--- src/rtl/load_store_unit_pkg.sv ---
// Shared definitions for the load/store unit: default sizes, op encodings
// and the FSM state encoding.
package load_store_unit_pkg;

    localparam int DATA_W_DEF    = 8;
    localparam int MEM_LINES_DEF = 128;
    localparam int RD_W          = 3;

    typedef enum logic [1:0] {
        OP_PASS    = 2'b00,
        OP_LOAD    = 2'b01,
        OP_STORE   = 2'b10,
        OP_ILLEGAL = 2'b11
    } lsu_op_e;

    typedef enum logic [1:0] {
        ST_EMPTY    = 2'b00,
        ST_LOADWAIT = 2'b01,
        ST_FULL     = 2'b10
    } lsu_state_e;

endpackage

--- src/rtl/load_store_unit_if.sv ---
// Execute-side, writeback-side and data-memory signals of the load/store unit.
// Handshakes: a transfer happens on a clock edge where both valid and ready are 1.
interface load_store_unit_if
    import load_store_unit_pkg::*;
#(
    parameter int DATA_W    = DATA_W_DEF,
    parameter int MEM_LINES = MEM_LINES_DEF
);
    localparam int ADDR_W = $clog2(MEM_LINES);

    logic              exValid;
    logic              exReady;
    logic [1:0]        exOp;
    logic [DATA_W-1:0] exAddr;
    logic [DATA_W-1:0] exData;
    logic [RD_W-1:0]   exRd;

    logic              wbValid;
    logic              wbReady;
    logic [DATA_W-1:0] wbData;
    logic [RD_W-1:0]   wbRd;
    logic              wbWriteEn;
    logic              wbFault;

    logic [ADDR_W-1:0] memAddr;
    logic [DATA_W-1:0] memWriteData;
    logic              memRead;
    logic              memWrite;
    logic [DATA_W-1:0] memRdata;

    // master: execute stage, writeback stage and data memory around the unit
    modport master (
        output exValid, exOp, exAddr, exData, exRd, wbReady, memRdata,
        input  exReady, wbValid, wbData, wbRd, wbWriteEn, wbFault,
        input  memAddr, memWriteData, memRead, memWrite
    );

    modport slave (
        input  exValid, exOp, exAddr, exData, exRd, wbReady, memRdata,
        output exReady, wbValid, wbData, wbRd, wbWriteEn, wbFault,
        output memAddr, memWriteData, memRead, memWrite
    );

endinterface

--- src/rtl/load_store_unit_sat_counter.sv ---
// Saturating up-counter; holds at all-ones instead of wrapping.
module sat_counter #(
    parameter int W = 8
) (
    input  logic         clk,
    input  logic         rst,
    input  logic         inc_i,
    output logic [W-1:0] count_o
);

    logic [W-1:0] count_q;

    always_ff @(posedge clk or posedge rst) begin
        if (rst) begin
            count_q <= '0;
        end else if (inc_i && (count_q != '1)) begin
            count_q <= count_q + W'(1);
        end
    end

    assign count_o = count_q;

endmodule

--- src/rtl/load_store_unit.sv ---
// Single-slot load/store unit between execute and writeback; loads take one
// extra cycle for the registered data memory.
module load_store_unit
    import load_store_unit_pkg::*;
#(
    parameter int DATA_W    = DATA_W_DEF,
    parameter int MEM_LINES = MEM_LINES_DEF
) (
    input  logic                clk,
    input  logic                reset,
    load_store_unit_if.slave    lsu,
    output logic [7:0]          faultCount,
    output lsu_state_e          state_dbg_o
);

    localparam int ADDR_W = $clog2(MEM_LINES);
    localparam logic [DATA_W:0] LINES = MEM_LINES[DATA_W:0];

    lsu_state_e        state_q;
    logic [DATA_W-1:0] wb_data_q;
    logic [RD_W-1:0]   wb_rd_q;
    logic              wb_we_q;
    logic              wb_fault_q;

    lsu_op_e op;
    logic    in_range;
    logic    accept;
    logic    is_fault;

    assign op       = lsu_op_e'(lsu.exOp);
    assign in_range = {1'b0, lsu.exAddr} < LINES;
    assign is_fault = (op == OP_ILLEGAL) ||
                      (((op == OP_LOAD) || (op == OP_STORE)) && !in_range);

    // Ready is forced low during reset so nothing is accepted while held.
    assign lsu.exReady = !reset && ((state_q == ST_EMPTY) ||
                                    ((state_q == ST_FULL) && lsu.wbReady));
    assign accept      = lsu.exValid && lsu.exReady;

    assign lsu.memAddr      = lsu.exAddr[ADDR_W-1:0];
    assign lsu.memWriteData = lsu.exData;
    assign lsu.memRead      = accept && (op == OP_LOAD)  && in_range;
    assign lsu.memWrite     = accept && (op == OP_STORE) && in_range;

    always_ff @(posedge clk or posedge reset) begin
        if (reset) begin
            state_q    <= ST_EMPTY;
            wb_data_q  <= '0;
            wb_rd_q    <= '0;
            wb_we_q    <= 1'b0;
            wb_fault_q <= 1'b0;
        end else begin
            case (state_q)
                ST_LOADWAIT: begin
                    wb_data_q  <= lsu.memRdata;
                    wb_we_q    <= 1'b1;
                    wb_fault_q <= 1'b0;
                    state_q    <= ST_FULL;
                end
                ST_EMPTY, ST_FULL: begin
                    // Accepting from FULL drains the old result in the same edge.
                    if (accept) begin
                        wb_rd_q <= lsu.exRd;
                        if (is_fault) begin
                            wb_data_q  <= '0;
                            wb_we_q    <= 1'b0;
                            wb_fault_q <= 1'b1;
                            state_q    <= ST_FULL;
                        end else if (op == OP_LOAD) begin
                            wb_we_q    <= 1'b0;
                            wb_fault_q <= 1'b0;
                            state_q    <= ST_LOADWAIT;
                        end else begin
                            wb_data_q  <= lsu.exData;
                            wb_we_q    <= (op == OP_PASS);
                            wb_fault_q <= 1'b0;
                            state_q    <= ST_FULL;
                        end
                    end else if ((state_q == ST_FULL) && lsu.wbReady) begin
                        state_q <= ST_EMPTY;
                    end
                end
                default: state_q <= ST_EMPTY;
            endcase
        end
    end

    assign lsu.wbValid   = (state_q == ST_FULL);
    assign lsu.wbData    = wb_data_q;
    assign lsu.wbRd      = wb_rd_q;
    assign lsu.wbWriteEn = wb_we_q;
    assign lsu.wbFault   = wb_fault_q;
    assign state_dbg_o   = state_q;

    sat_counter #(.W(8)) u_fault_cnt (
        .clk     (clk),
        .rst     (reset),
        .inc_i   (accept && is_fault),
        .count_o (faultCount)
    );

endmodule

--- src/flat_wrapper.sv ---
// flat-port wrapper written by rule: the top's interface ports become plain ports
module load_store_unit_flat import load_store_unit_pkg::*;
#(
    parameter int DATA_W    = DATA_W_DEF,
    parameter int MEM_LINES = MEM_LINES_DEF
)
  (clk, reset, faultCount, state_dbg_o, lsu_exValid, lsu_exOp, lsu_exAddr, lsu_exData, lsu_exRd, lsu_wbReady, lsu_memRdata, lsu_exReady, lsu_wbValid, lsu_wbData, lsu_wbRd, lsu_wbWriteEn, lsu_wbFault, lsu_memAddr, lsu_memWriteData, lsu_memRead, lsu_memWrite);
  load_store_unit_if #(.DATA_W(DATA_W), .MEM_LINES(MEM_LINES)) lsu_i ();
  input  logic clk;
  input  logic reset;
  output logic [7:0] faultCount;
  output lsu_state_e state_dbg_o;
  input wire logic [$bits(lsu_i.exValid)-1:0] lsu_exValid;
  input wire logic [$bits(lsu_i.exOp)-1:0] lsu_exOp;
  input wire logic [$bits(lsu_i.exAddr)-1:0] lsu_exAddr;
  input wire logic [$bits(lsu_i.exData)-1:0] lsu_exData;
  input wire logic [$bits(lsu_i.exRd)-1:0] lsu_exRd;
  input wire logic [$bits(lsu_i.wbReady)-1:0] lsu_wbReady;
  input wire logic [$bits(lsu_i.memRdata)-1:0] lsu_memRdata;
  output wire logic [$bits(lsu_i.exReady)-1:0] lsu_exReady;
  output wire logic [$bits(lsu_i.wbValid)-1:0] lsu_wbValid;
  output wire logic [$bits(lsu_i.wbData)-1:0] lsu_wbData;
  output wire logic [$bits(lsu_i.wbRd)-1:0] lsu_wbRd;
  output wire logic [$bits(lsu_i.wbWriteEn)-1:0] lsu_wbWriteEn;
  output wire logic [$bits(lsu_i.wbFault)-1:0] lsu_wbFault;
  output wire logic [$bits(lsu_i.memAddr)-1:0] lsu_memAddr;
  output wire logic [$bits(lsu_i.memWriteData)-1:0] lsu_memWriteData;
  output wire logic [$bits(lsu_i.memRead)-1:0] lsu_memRead;
  output wire logic [$bits(lsu_i.memWrite)-1:0] lsu_memWrite;
  assign lsu_i.exValid = lsu_exValid;
  assign lsu_i.exOp = lsu_exOp;
  assign lsu_i.exAddr = lsu_exAddr;
  assign lsu_i.exData = lsu_exData;
  assign lsu_i.exRd = lsu_exRd;
  assign lsu_i.wbReady = lsu_wbReady;
  assign lsu_i.memRdata = lsu_memRdata;
  assign lsu_exReady = lsu_i.exReady;
  assign lsu_wbValid = lsu_i.wbValid;
  assign lsu_wbData = lsu_i.wbData;
  assign lsu_wbRd = lsu_i.wbRd;
  assign lsu_wbWriteEn = lsu_i.wbWriteEn;
  assign lsu_wbFault = lsu_i.wbFault;
  assign lsu_memAddr = lsu_i.memAddr;
  assign lsu_memWriteData = lsu_i.memWriteData;
  assign lsu_memRead = lsu_i.memRead;
  assign lsu_memWrite = lsu_i.memWrite;
  load_store_unit #(.DATA_W(DATA_W), .MEM_LINES(MEM_LINES)) u_core (.clk(clk), .reset(reset), .lsu(lsu_i), .faultCount(faultCount), .state_dbg_o(state_dbg_o));
endmodule
--- config.mk ---
export PLATFORM = sky130hd
export DESIGN_NAME = load_store_unit_flat
export DESIGN_NICKNAME = d
export VERILOG_FILES = /design/src/rtl/load_store_unit_pkg.sv /design/src/rtl/load_store_unit_if.sv /design/src/rtl/load_store_unit_sat_counter.sv /design/src/rtl/load_store_unit.sv /design/src/flat_wrapper.sv
export SDC_FILE = /design/constraint.sdc
export NUM_CORES = 1
export LEC_CHECK = 0
export ABC_AREA = 1
export CAP_MARGIN = 0
export CELL_PAD_IN_SITES_DETAIL_PLACEMENT = 2
export CELL_PAD_IN_SITES_GLOBAL_PLACEMENT = 2
export CORE_MARGIN = 3
export CORE_UTILIZATION = 21
export DETAILED_ROUTE_END_ITERATION = 16
export GPL_ROUTABILITY_DRIVEN = 0
export PLACE_DENSITY = 0.91
export SLEW_MARGIN = 15
export SYNTH_ARGS = -nofsm -noshare
export SYNTH_HDL_FRONTEND = slang
export SYNTH_SLANG_ARGS = --single-unit
--- constraint.sdc ---
create_clock -name clk -period 1.6 [get_ports clk]
set_input_delay 0.32 -clock clk [delete_from_list [all_inputs] [get_ports clk]]
set_output_delay 0.32 -clock clk [all_outputs]
set_load 0.02 [all_outputs]
==> flow_summary.json <==
{
  "ys_seq_area_share_pct": 38.08,
  "synth_fp_nets": 237,
  "grt_overflow_total": 0,
  "fin_area_um2": 2375,
  "finalCritPeriodShare_pct": 101.1,
  "endpoint_kind": "primary output",
  "timing.reg2reg.setup_slack_ns": 0.12,
  "slew_violations": 0,
  "clk_latency_ns": 0.27,
  "die_y_um": 90.84,
  "clkTransAtPathRegs_ns": 0.09,
  "fmaxAchievable_mhz": 618.5,
  "syn_to_final_growth_pct": 57.12,
  "synth_top_area_share_pct": 38.08,
  "finalClockSkew_ns": 0.005560,
  "setup_viol": 1,
  "maxCapViolations": 0,
  "fin_util_pct": 34.57,
  "remaining_drc_errors": 0,
  "hold_viol_final": 0,
  "postSynthAreaPerCell_um2": 7.595,
  "rows": 30,
  "ys_top_cells_by_area": "dfrtp_1 (38%), nand2_1 (20%), buf_4 (7.5%)",
  "max-vdd-ir-drop_v": 0.0002874,
  "synth_flop_cell": "dfrtp_1",
  "drtIter0Drc": 53,
  "dp.final_hpwl_um": 4159,
  "clock-root-buffer": "clkbuf_8",
  "cts-htree-levels": 1,
  "outcome": "complete, but fails checks",
  "p_leak_nw": 1.350,
  "seqPwrFrac_pct": 39.0,
  "clockPowerShare_pct": 18.8,
  "diodes": 0,
  "slew_headroom_pct": 78.15,
  "cts_buffers": 3,
  "grt_max_degree": 24,
  "route.vias.total": 1579,
  "async_flop_share_pct": 100.0,
  "fin_ws_ns": -0.01693,
  "intPower_mw": 1.238,
  "grt_setup_unrepaired": "yes",
  "wl_per_cell_um": 15.22,
  "initial_utilization_pct": 22.00,
  "p_comb_share_pct": 42.2,
  "synth_area_um2": 1511,
  "io_pins": 75,
  "critPathRequiredTime_ns": 1.28,
  "clock_path_buffers": 2,
  "synth_top_area_cell": "dfrtp_1",
  "core_area_um2": 6869,
  "ant_nets": 0,
  "nFillCells": 789,
  "yosys_warnings": 0,
  "cts_tree": "yes",
  "ys_types": 23,
  "synth_edf_count": 0,
  "routed_wl_um": 5570,
  "die_area_um2": 8251,
  "period_minus_slack_ns": 1.617,
  "violations": "setup timing",
  "hp-class": "input port to async pin",
  "yosys-top-cells-count": "nand2_1 (79), dfrtp_1 (23), inv_1 (17)",
  "synth_most_common_cell": "nand2_1",
  "dr.pass1.iters": 4,
  "critical_path_class": "register to primary output",
  "nets": 309,
  "ys_ff_latch": 23,
  "io_buffers": 60,
  "die_w_um": 90.84,
  "avgViaCountPerCell": 4.314,
  "grt_pass1_vias": 1778,
  "cp-start-kind": "register",
  "path_max_fanout": 3,
  "swShare_pct": 38.36,
  "cellPowerDensity_nw_per_um2": 845.9,
  "grt_use_total_pct": 13.68,
  "antenna_found_initial": 0,
  "clock_sinks": 23,
  "switchingPower_uw": 770.6,
  "tightest_slew_ns": 0.3278,
  "place_area_um2": 2261,
  "drive_gt1_share_pct": 19.63,
  "netlist_instances": 199,
  "grt_pass1_wl_um": 9108,
  "arrival_ns": 1.30
}
kinds of logic (layout without fill, tap and decap cells):
group / count (synthesis) / after routing / share of synthesized area, %
xor+xnor: 1 / 1 / 0.5796
compound gates: 13 / 13 / 4.304
simple gates: 121 / 123 / 39.16
flops: 23 / 23 / 38.08
buf+inv: 36 / 105 / 13.74
fa+ha+maj: 5 / 5 / 4.139
metal layers:
layer | wire length (um) | GRT usage [%] | up-vias
met5 | 0 | 0 | -
li1 | - | - | 756
met4 | 140 | 5.276 | 0
met1 | 2183 | 15.20 | 775
met2 | 3066 | 26.07 | 38
met3 | 180 | 1.833 | 10
metrics by stage:
| stage | instances | worst slack, ns | TNS (ns) | power, mW | hold WS (ns) |
|---|---|---|---|---|---|
| 4_1_cts | 366 | -0.02158 | -0.02158 | 2.025 | 0.3007 |
| 5_1_grt | 366 | -0.09386 | -0.1744 | 2.148 | 0.3550 |
| 3_5_place_dp | 358 | -0.7074 | -11.51 | 1.673 | 0.4681 |
| 6_report | 366 | -0.01693 | -0.01693 | 2.009 | 0.3121 |
| 3_3_place_gp | 358 | -0.6658 | -10.57 | 1.627 | 0.4537 |
| 2_1_floorplan | 199 | 0.02450 | 0 | 1.218 | 0.3219 |
worst max-delay path, stage by stage (launching register included):
cell     delay (ns)
dfrtp_1        0.43
nor2_4         0.13
nand3_4        0.10
nor3b_4        0.22
buf_6          0.14
cells in the final DEF, fill, tap and decap left out, drive strengths merged:
master,count
nand3b,3
dlygate4sd2,21
clkdlybuf4s50,22
nand4,1
nand2,84
nor3b,1
o21ai,13
nor3,3
clkbuf,5
inv,18
ha,5
xor2,1
dfrtp,23
buf,27
dlymetal6s2s,12
nand3,19
nor2,11
and2,1
final cells by class:
class / count / area (um2) / share of cell area [%]
multi-input combinational: 142 / 793.3 / 33.40
timing repair buffer: 83 / 769.5 / 32.40
sequential: 23 / 576.8 / 24.29
tap: 96 / 120.1 / 5.058
inverter: 18 / 70.07 / 2.950
clock buffer: 4 / 45.04 / 1.897
power by group through the flow:
| stage | Combinational [mW] | Sequential (mW) | Clock, mW |
|---|---|---|---|
| 2_1_floorplan | 0.302 | 0.917 | 0 |
| 4_1_cts | 0.851 | 0.787 | 0.386 |
| 3_3_place_gp | 0.840 | 0.788 | 0 |
| 6_report | 0.847 | 0.784 | 0.378 |
| 5_1_grt | 0.920 | 0.804 | 0.423 |
| 3_5_place_dp | 0.873 | 0.800 | 0 |
final timing paths:
kind / startpoint / to / cells after the start
setup / recovery: u_core.state_dbg_o[0] / lsu_memWrite / 4
hold / removal: reset / u_core.lsu.wbFault / 3
setup reg to reg: u_core.state_dbg_o[0] / u_core.u_fault_cnt.count_o[6] / 8
hold reg to reg: u_core.lsu.wbData[7] / u_core.lsu.wbData[7] / 2
max in group asynchronous: reset / u_core.u_fault_cnt.count_o[0] / 3
min in group clk: u_core.lsu.wbData[7] / u_core.lsu.wbData[7] / 2
sequential cells by signal (all words and copies together) (netlist names):
signal                      flops
u_core.lsu.wbRd                 3
u_core.state_dbg_o              2
u_core.u_fault_cnt.count_o      8
u_core.lsu.wbFault              1
u_core.lsu.wbData               8
u_core.lsu.wbWriteEn            1
repair_timing:
| action | 4_1_cts | 5_1_grt |
|---|---|---|
| gates resized for setup | 51 | 24 |
| endpoints found under the hold margin | 0 | 0 |
| pin swaps | 6 | 1 |
| hold buffers | 0 | 0 |
| setup endpoints to repair | 38 | 26 |
| gates cloned | 2 | 0 |
| setup buffers | 2 | 0 |
Note: power is estimated with default switching activity, not from simulation.
